<file path="config.mk">
export PLATFORM = sky130hd
export DESIGN_NAME = fir_mac_seq
export DESIGN_NICKNAME = d
export VERILOG_FILES = /design/src/rtl/fir_mac_seq.sv
export SDC_FILE = /design/constraint.sdc
export NUM_CORES = 2
export LEC_CHECK = 0
export BUFFER_PORTS_ARGS = -buffer_cell sky130_fd_sc_hd__buf_2
export CORE_ASPECT_RATIO = 1.25
export CORE_MARGIN = 3
export CORE_UTILIZATION = 40
export DETAILED_ROUTE_END_ITERATION = 16
export SYNTH_ARGS = -nofsm -noshare
export SYNTH_HDL_FRONTEND = slang
export SYNTH_SLANG_ARGS = --single-unit
</file>
<file path="constraint.sdc">
create_clock -name clock_i -period 10.6 [get_ports clock_i]
set_clock_uncertainty 0.1 [all_clocks]
set_input_delay 0.53 -clock clock_i [delete_from_list [all_inputs] [get_ports clock_i]]
set_output_delay 0.53 -clock clock_i [all_outputs]
set_load 0.02 [all_outputs]
</file>
<file path="src/rtl/fir_mac_seq.sv">
// fir_mac_seq: time-multiplexed FIR filter built around a single signed MAC.
// One sample is accepted, NTAPS MAC cycles run over a circular delay line,
// one post-processing cycle applies round/shift/saturate, and the result is
// held in OUT until the consumer accepts it.
module fir_mac_seq #(
   parameter int NTAPS       = 4,
   parameter int DATA_W      = 18,
   parameter int COEF_W      = 20,
   parameter int OUT_W       = 20,
   parameter int SHIFT_RIGHT = 10,
   parameter int ROUND       = 1,
   parameter int SATURATE    = 1
) (
   input  logic                       clock_i,
   input  logic                       reset_n_i,
   input  logic                       clear_i,
   input  logic                       coef_we_i,
   input  logic [$clog2(NTAPS)-1:0]   coef_addr_i,
   input  logic [COEF_W-1:0]          coef_data_i,
   output logic                       coef_ready_o,
   input  logic                       in_valid_i,
   input  logic [DATA_W-1:0]          in_data_i,
   output logic                       in_ready_o,
   output logic                       out_valid_o,
   output logic [OUT_W-1:0]           out_data_o,
   output logic                       out_sat_o,
   input  logic                       out_ready_i,
   output logic                       busy_o
);

   localparam int AW    = $clog2(NTAPS);
   localparam int PW    = DATA_W + COEF_W;
   localparam int ACC_W = PW + AW;
   // one extra bit so the rounding constant can never wrap the sum
   localparam int RW    = ACC_W + 1;
   // compare width: wide enough to hold both the shifted sum and the OUT_W limits
   localparam int EW    = (RW > OUT_W) ? RW : OUT_W + 1;
   localparam int RSH   = (SHIFT_RIGHT > 0) ? SHIFT_RIGHT - 1 : 0;
   localparam logic signed [RW-1:0] RND =
      (ROUND != 0 && SHIFT_RIGHT > 0) ? ({{(RW-1){1'b0}}, 1'b1} << RSH) : '0;
   localparam logic signed [EW-1:0] MAX_V = {{(EW-OUT_W+1){1'b0}}, {(OUT_W-1){1'b1}}};
   localparam logic signed [EW-1:0] MIN_V = {{(EW-OUT_W+1){1'b1}}, {(OUT_W-1){1'b0}}};
   localparam logic [AW-1:0] LAST = AW'(NTAPS - 1);

   typedef enum logic [1:0] {S_IDLE, S_MAC, S_POST, S_OUT} state_t;

   state_t                    state_q, state_d;
   logic [AW-1:0]             head_q, head_d;
   logic [AW-1:0]             rd_q, rd_d;
   logic [AW-1:0]             k_q, k_d;
   logic signed [ACC_W-1:0]   acc_q, acc_d;
   logic signed [DATA_W-1:0]  dl_q [NTAPS];
   logic signed [DATA_W-1:0]  dl_d [NTAPS];
   logic signed [COEF_W-1:0]  coef_q [NTAPS];
   logic signed [COEF_W-1:0]  coef_d [NTAPS];
   logic                      ov_q, ov_d;
   logic [OUT_W-1:0]          od_q, od_d;
   logic                      os_q, os_d;

   logic signed [PW-1:0]      prod;
   logic signed [RW-1:0]      sum_r;
   logic signed [RW-1:0]      shr;
   logic signed [EW-1:0]      ext;
   logic [OUT_W-1:0]          post_data;
   logic                      post_sat;
   logic [AW-1:0]             head_nxt;

   assign prod     = PW'(dl_q[rd_q]) * PW'(coef_q[k_q]);
   assign head_nxt = (head_q == LAST) ? '0 : head_q + AW'(1);

   // round, arithmetic shift and optional clamp of the finished accumulator
   always_comb begin
      sum_r     = RW'(acc_q) + RND;
      shr       = sum_r >>> SHIFT_RIGHT;
      ext       = EW'(shr);
      post_data = ext[OUT_W-1:0];
      post_sat  = 1'b0;
      if (SATURATE != 0) begin
         if (ext > MAX_V) begin
            post_data = MAX_V[OUT_W-1:0];
            post_sat  = 1'b1;
         end else if (ext < MIN_V) begin
            post_data = MIN_V[OUT_W-1:0];
            post_sat  = 1'b1;
         end
      end
   end

   // sample accept is clear-gated in IDLE and pass-through of the consumer in OUT
   always_comb begin
      in_ready_o = 1'b0;
      case (state_q)
         S_IDLE:  in_ready_o = !clear_i;
         S_OUT:   in_ready_o = out_ready_i;
         default: in_ready_o = 1'b0;
      endcase
   end

   assign coef_ready_o = (state_q == S_IDLE);
   assign busy_o       = (state_q != S_IDLE);
   assign out_valid_o  = ov_q;
   assign out_data_o   = od_q;
   assign out_sat_o    = os_q;

   // next-state and datapath updates for the IDLE/MAC/POST/OUT sequence
   always_comb begin
      state_d = state_q;
      head_d  = head_q;
      rd_d    = rd_q;
      k_d     = k_q;
      acc_d   = acc_q;
      dl_d    = dl_q;
      coef_d  = coef_q;
      ov_d    = ov_q;
      od_d    = od_q;
      os_d    = os_q;
      case (state_q)
         S_IDLE: begin
            if (coef_we_i && (int'(coef_addr_i) < NTAPS))
               coef_d[coef_addr_i] = coef_data_i;
            if (clear_i) begin
               for (int i = 0; i < NTAPS; i++) dl_d[i] = '0;
            end else if (in_valid_i) begin
               dl_d[head_q] = in_data_i;
               rd_d         = head_q;
               acc_d        = '0;
               k_d          = '0;
               state_d      = S_MAC;
            end
         end
         S_MAC: begin
            acc_d = acc_q + ACC_W'(prod);
            rd_d  = (rd_q == '0) ? LAST : rd_q - AW'(1);
            k_d   = k_q + AW'(1);
            if (k_q == LAST) state_d = S_POST;
         end
         S_POST: begin
            ov_d    = 1'b1;
            od_d    = post_data;
            os_d    = post_sat;
            state_d = S_OUT;
         end
         default: begin
            if (out_ready_i) begin
               ov_d   = 1'b0;
               head_d = head_nxt;
               if (in_valid_i) begin
                  // back-to-back: next sample lands at the advanced head
                  dl_d[head_nxt] = in_data_i;
                  rd_d           = head_nxt;
                  acc_d          = '0;
                  k_d            = '0;
                  state_d        = S_MAC;
               end else begin
                  state_d = S_IDLE;
               end
            end
         end
      endcase
   end

   // state register; reset discards any in-flight computation
   always_ff @(posedge clock_i or negedge reset_n_i) begin
      if (!reset_n_i) begin
         state_q <= S_IDLE;
         head_q  <= '0;
         rd_q    <= '0;
         k_q     <= '0;
         acc_q   <= '0;
         ov_q    <= 1'b0;
         od_q    <= '0;
         os_q    <= 1'b0;
         for (int i = 0; i < NTAPS; i++) begin
            dl_q[i]   <= '0;
            coef_q[i] <= '0;
         end
      end else begin
         state_q <= state_d;
         head_q  <= head_d;
         rd_q    <= rd_d;
         k_q     <= k_d;
         acc_q   <= acc_d;
         ov_q    <= ov_d;
         od_q    <= od_d;
         os_q    <= os_d;
         dl_q    <= dl_d;
         coef_q  <= coef_d;
      end
   end

endmodule

</file>
# Yosys cells after proc, flatten, opt, wreduce, memory -nomap -nowiden
# Cells that the tools add are included.
dict set report classes {
  order_cmp 10
  n_mux 48
  n_eq_ne 8
  n_reduce_logical 24
  addsub 5
  multipliers 1
  bitwise_logic 9
}
# op count
set op_table {}
lappend op_table {{72-bit 2-to-1 mux} 4}
lappend op_table {{72-bit bitwise mux} 2}
lappend op_table {{72-bit one-hot mux with 2 select lines} 1}
lappend op_table {{40-bit 2-to-1 mux} 3}
lappend op_table {{40-bit one-hot mux with 3 select lines} 1}
lappend op_table {{20-bit 2-to-1 mux} 5}
lappend op_table {{80-bit bitwise mux} 1}
lappend op_table {{18-bit demux with 2-bit select} 2}
lappend op_table {{18-bit 2-to-1 mux} 4}
lappend op_table {{40-bit by 11-bit adder with 41-bit output, second input constant} 1}
lappend op_table {{40-bit by 38-bit adder with 40-bit output} 1}
lappend op_table {{20-bit binary-select mux with 2-bit select} 1}
lappend op_table {{20-bit demux with 2-bit select} 1}
lappend op_table {{18-bit by 20-bit multiplier with 38-bit output} 1}
lappend op_table {{18-bit binary-select mux with 2-bit select} 1}
lappend op_table {{31-bit by 20-bit > comparator with 1-bit output, second input constant} 1}
lappend op_table {{31-bit by 20-bit < comparator with 1-bit output, second input constant} 1}
lappend op_table {{2-bit 2-to-1 mux} 13}
lappend op_table {{2-bit one-hot mux with 3 select lines} 3}
lappend op_table {{3-bit greater-or-equal comparator, second input constant} 5}
lappend op_table {{2-bit inverter with 3-bit output} 5}
lappend op_table {{2-bit nonzero test} 6}
lappend op_table {{3-bit by 1-bit < comparator with 1-bit output, second input constant} 3}
lappend op_table {{2-bit == test, second input constant} 4}
lappend op_table {{other kinds (19)} 35}
dict set report word_totals {
  out_inout_bits 25
  regBits 222
  in_bits 46
  wordCells 121
}

# Depth between registers and ports, before layout
dict set report logic_depth {
  depth_word 11
  ltp_mapped 31
  mapped_depth_nobuf 27
}

# Least setup slack after synthesis
# OpenSTA, ideal clock, no wires.
dict set report synth_path {
  kind {register to register}
  startpoint {reg rd_q[0]}
  endpoint {reg acc_q[31]}
  stages_incl_launch_ff 26
  arrival_time_ns 7.879
  synth_period_minus_slack_ns 8.100
  slack_ns 2.500
  path_cell_list {dfrtp_1 -> clkbuf_1 -> buf_1 -> buf_1 -> mux2i_1 -> nand2_1 -> o21a_1 -> nand2_1 -> fa_1 -> inv_1 -> fa_1 -> fa_1 -> fa_1 -> fa_1 -> fa_1 -> ha_1 -> ha_1 -> clkbuf_1 -> o21a_1 -> o21a_1 -> o22ai_1 -> o41ai_1 -> a22oi_1 -> a21boi_0 -> or3_1 -> a32o_1}
}
dict set report synth_via {
  elab_chain_cells 7
}
# element line_no
set synth_rtl {}
lappend synth_rtl {{from (decl)} 49} ;# logic [AW-1:0] rd_q, rd_d;
lappend synth_rtl {{from (signal assigned)} 180} ;# rd_q <= rd_d;
lappend synth_rtl {{2-bit inverter with 3-bit output (implied by the code)} 68} ;# assign prod = PW'(dl_q[rd_q]) * PW'(coef_q[k_q]);
lappend synth_rtl {{18-bit binary-select mux with 2-bit select} 68}
lappend synth_rtl {{18-bit 2-to-1 mux (implied by the code) (2 in a row)} 68}
lappend synth_rtl {{18-bit by 20-bit multiplier with 38-bit output} 68}
lappend synth_rtl {{40-bit by 38-bit adder with 40-bit output} 132} ;# acc_d = acc_q + ACC_W'(prod);
lappend synth_rtl {{40-bit one-hot mux with 3 select lines} 117} ;# case (state_q)
lappend synth_rtl {{to (signal assigned)} 169} ;# acc_q <= '0;
lappend synth_rtl {{to (signal assigned)} 182} ;# acc_q <= acc_d;
lappend synth_rtl {{to (decl)} 51} ;# logic signed [ACC_W-1:0] acc_q, acc_d;
# No other way between the ends. The select of a mux whose other input is x is not followed.
# A chain may end at the register's enable or synchronous reset.

# Worst setup path after layout
dict set report layout_path {
  startpoint {reg k_q[0]}
  endpoint {reg acc_q[31]}
}
dict set report layout_via {
  elab_chain_cells 7
}
# element line_no
set layout_rtl {}
lappend layout_rtl {{from (decl)} 50} ;# logic [AW-1:0] k_q, k_d;
lappend layout_rtl {{from (signal assigned)} 181} ;# k_q <= k_d;
lappend layout_rtl {{2-bit inverter with 3-bit output (implied by the code)} 68}
lappend layout_rtl {{20-bit binary-select mux with 2-bit select} 68}
lappend layout_rtl {{20-bit 2-to-1 mux (implied by the code) (2 in a row)} 68}
lappend layout_rtl {{18-bit by 20-bit multiplier with 38-bit output} 68}
lappend layout_rtl {{40-bit by 38-bit adder with 40-bit output} 132}
lappend layout_rtl {{40-bit one-hot mux with 3 select lines} 117}
# No other way between the ends. The select of a mux whose other input is x is not followed.

==> summary.md <==
| Metric | Value |
|---|---|
| Status | completed |
| Die outline area | 65880 µm² |
| Most common cell after layout, fill and taps aside | inv_1 |
| Vias after detailed routing | 18512 |
| Post-DR vias/cell | 5.282 |
| Buffer depth of the longest clock path | 3 |
| Ys async rst share | 1.000 |
| Number of inserted filler cells in the final layout | 6069 |
| Synth top area cells | fa_1, dfrtp_1, inv_1, ha_1, nand2_1 |
| Final HPWL from detailed placement | 54690 µm |
| Share of the cycle needed by the critical path after routing | 0.8484 |
| Die width | 230.2 µm |
| Number of DRC markers in iteration 0 | 1058 |
| Total Negative Setup Slacks | 0 ns |
| Area taken by multi-input logic gates | 17470 µm² |
| Launching element type of the critical path | flop |
| Number of buffers inserted during clock tree synthesis | 27 |
| Setup fix buffers added after clock tree synthesis | 0 |
| Die span in y | 286.2 µm |
| Number of distinct library cells after synthesis | 65 |
| Layout Area Growth over Synthesis | 8.824% |
| Residual overflow from global routing | 0 |
| Upper clock frequency limit | 0.1112 GHz |
| Number of routed nets with antenna violations | 0 |
| Standard-cell rows | 102 |
| Prevailing post-synth register cell | dfrtp_1 |
| Sequential cell area | 5558 µm² |
| Initial antenna violation count | 1 |
| Warnings, synthesis | 0 |
| Clock insertion delay at the later pin of the skew report | 0.58 ns |
| Via count of the first global-routing pass | 19791 |
| Global-route wire length before repair | 109900 µm |
| Crit-path max cell delay | 1.10 ns |
| Met1 Routed Length | 25700 µm |
| Worst-margin pin slew | 1.127 ns |
| Port-buffer cells | 70 |
| Critical Path Most Common Cell | fa_1 |
| Clock sink count | 222 |
| Core ar. | 62020 µm² |
| Post-synthesis average cell area | 9.514 µm² |
| Highest routed layer | met4 |
| Sum of routed wire length over all layers | 69720 µm |
| Total global-route track usage | 0.2137 |
| Final setup viols | 0 |
| Routability congestion estimate from global placement | 0.9293 |
| Met2 WL post-DR | 36960 µm |
| Critical Path, Cell by Cell | mux2i_1 -> nand2_1 -> o21a_1 -> nand2_1 -> fa_1 -> inv_1 -> fa_1 -> fa_1 -> fa_1 -> fa_1 -> fa_1 -> ha_1 -> ha_1 -> o21a_1 -> o21a_1 -> o22ai_1 -> o41ai_1 -> a22oi_1 -> a21boi_0 -> or3_1 -> a32o_1 |
| Met3 wire length | 3206 µm |
| Share of the yosys chip area belonging to registers | 0.2211 |
| Data required time of the critical path | 10.98 ns |
| Setup repair after global routing missed its margin | false |
| DRC | 0 |
| Post-route minimum period | 8.993 ns |
| Layout cell share with drive strength beyond 1 | 0.1063 |
| Number of flops mapped to enable cells by yosys | 0 |
| Maximum number of pins on one net before global-route repair | 85 |
| Number of buffer and inverter stages on the critical path | 1 |
| Starting density of the core | 0.4051 |
| Cell area after synthesis | 25130 µm² |
| Final Slew Violations | 0 |
| Critical Path AT | 9.37 ns |
| Maximum fanout along the worst path | 35 |
| Number of hold-slack violations in the final timing report | 0 |
| Htree depth | 1 |
| Reg clk slew, reported paths | 0.06 ns |
| Cell type with the largest total area after synthesis | fa_1 |
| Router iterations before antenna repair | 7 |
| Top Ports | 71 |
| Average routed wire per standard cell | 19.89 µm |
| Most frequent cells in the layout | inv_1, fa_1, nand2_1, dfrtp_1, nor2_1 |
| Gate count after technology mapping | 2641 |
| Sort of element at the end of the critical path | flop |
| R2R Setup Slk | 1.61 ns |
| Path type of the worst setup path | flop to flop |
| Fraction of synthesized cell area taken by the top area cell type | 0.3259 |
| Net count, final | 3239 |
| Crit path max-delay family | adder cells |
| Rel. slew slack | 0.2439 |
| Number of storage elements in the synthesis netlist | 222 |
| Classification of the worst-slack hold path | input pin to flop |
| CTS Root Buffer Type | clkbuf_16 |
| Nets in the synthesized netlist | 3228 |
| Clock tree from TritonCTS | built |
| Critical Path Slowest Stage Cell | fa_1 |
| Number of violations of the max-capacitance limit | 0 |
logic make-up after synthesis:
group | after synthesis | synth area share
buf+inv | 576 | 0.08650
flops | 222 | 0.2211
simple gates | 741 | 0.1243
xor+xnor | 52 | 0.01813
compound gates | 357 | 0.08824
fa+ha+maj | 541 | 0.3916
mux | 152 | 0.07012
metrics by stage:
step           instances  setup slack [ns]  utilization  instance area (µm²)  hold slack (ns)
6_report            3505             1.607       0.4408                27340           0.1114
5_1_grt             3504             1.147       0.4408                27340           0.1084
4_1_cts             3504             1.623       0.4408                27340          0.08478
3_5_place_dp        3454             1.653       0.4251                26370           0.3636
3_3_place_gp        3454             1.871       0.4251                26370           0.3558
2_1_floorplan       2641             2.500            -                25130           0.1344
worst reg2reg max path, delay by kind of cell, from the launching register on:
| family | cells | cell delay (ns) |
|---|---|---|
| multiplexers | 1 | 0.18 |
| flip-flops | 1 | 0.97 |
| buffers and inverters | 1 | 0.15 |
| AND/OR/NAND/NOR | 3 | 0.73 |
| adder cells (fa/ha/maj) | 8 | 4.49 |
| AO/OA/AOI/OAI | 8 | 2.27 |
worst paths after layout:
path,from,endpoint,cells past startpoint
worst max-delay path,k_q[0],acc_q[31],21
worst min-delay path,in_data_i[1],dl_q[19],3
worst max register to register,k_q[0],acc_q[31],21
worst min register to register,dl_q[43],dl_q[43],2
max in group asynchronous,reset_n_i,k_q[0],4
min in group asynchronous,reset_n_i,acc_q[37],2
timing repair:
item,CTS,global route
gates resized for setup,0,0
hold buffers,1,0
endpoints found under the hold margin,56,0
final cells by class:
| cell class | count | share of cell area |
|---|---|---|
| antenna | 1 | 0.00009152 |
| clock buffer | 36 | 0.02851 |
| clock inverter | 13 | 0.006635 |
| inverter | 458 | 0.06287 |
| multi-input combinational | 1843 | 0.6390 |
| sequential | 222 | 0.2033 |
| tap | 832 | 0.03807 |
| timing repair buffer | 100 | 0.02151 |
synth_stat cells, drive strengths merged, types with 8 or more instances:
library cell and instances:
a21oi 40, nand4 16, fa 409, nand2 404
o21ai 176, clkbuf 109, o21a 31, mux4 8
inv 457, mux2 112, ha 132, a21o 26
mux2i 32, dfrtp 222, xnor2 35, nor2 197
a211oi 22, and2 27, a22o 11, nand2b 12
nor3 11, xor2 17, buf 9, nand3 32
flip-flops by register name, summed over array words and instances (netlist names):
register and flops:
k_q 2, rd_q 2, head_q 2, out_valid_o 1
state_q 2, coef_q 80, acc_q 40, out_sat_o 1
dl_q 72, out_data_o 20
layer usage:
metal | up-vias | global-route usage
met4 | 0 | 0.1020
met1 | 9487 | 0.2472
met3 | 189 | 0.02343
met2 | 529 | 0.3937
li1 | 8307 | -
met5 | - | 0
Power is left out: the tool's default activity adds up to more than one toggle a clock period on the data nets, which glitch-free logic cannot reach.
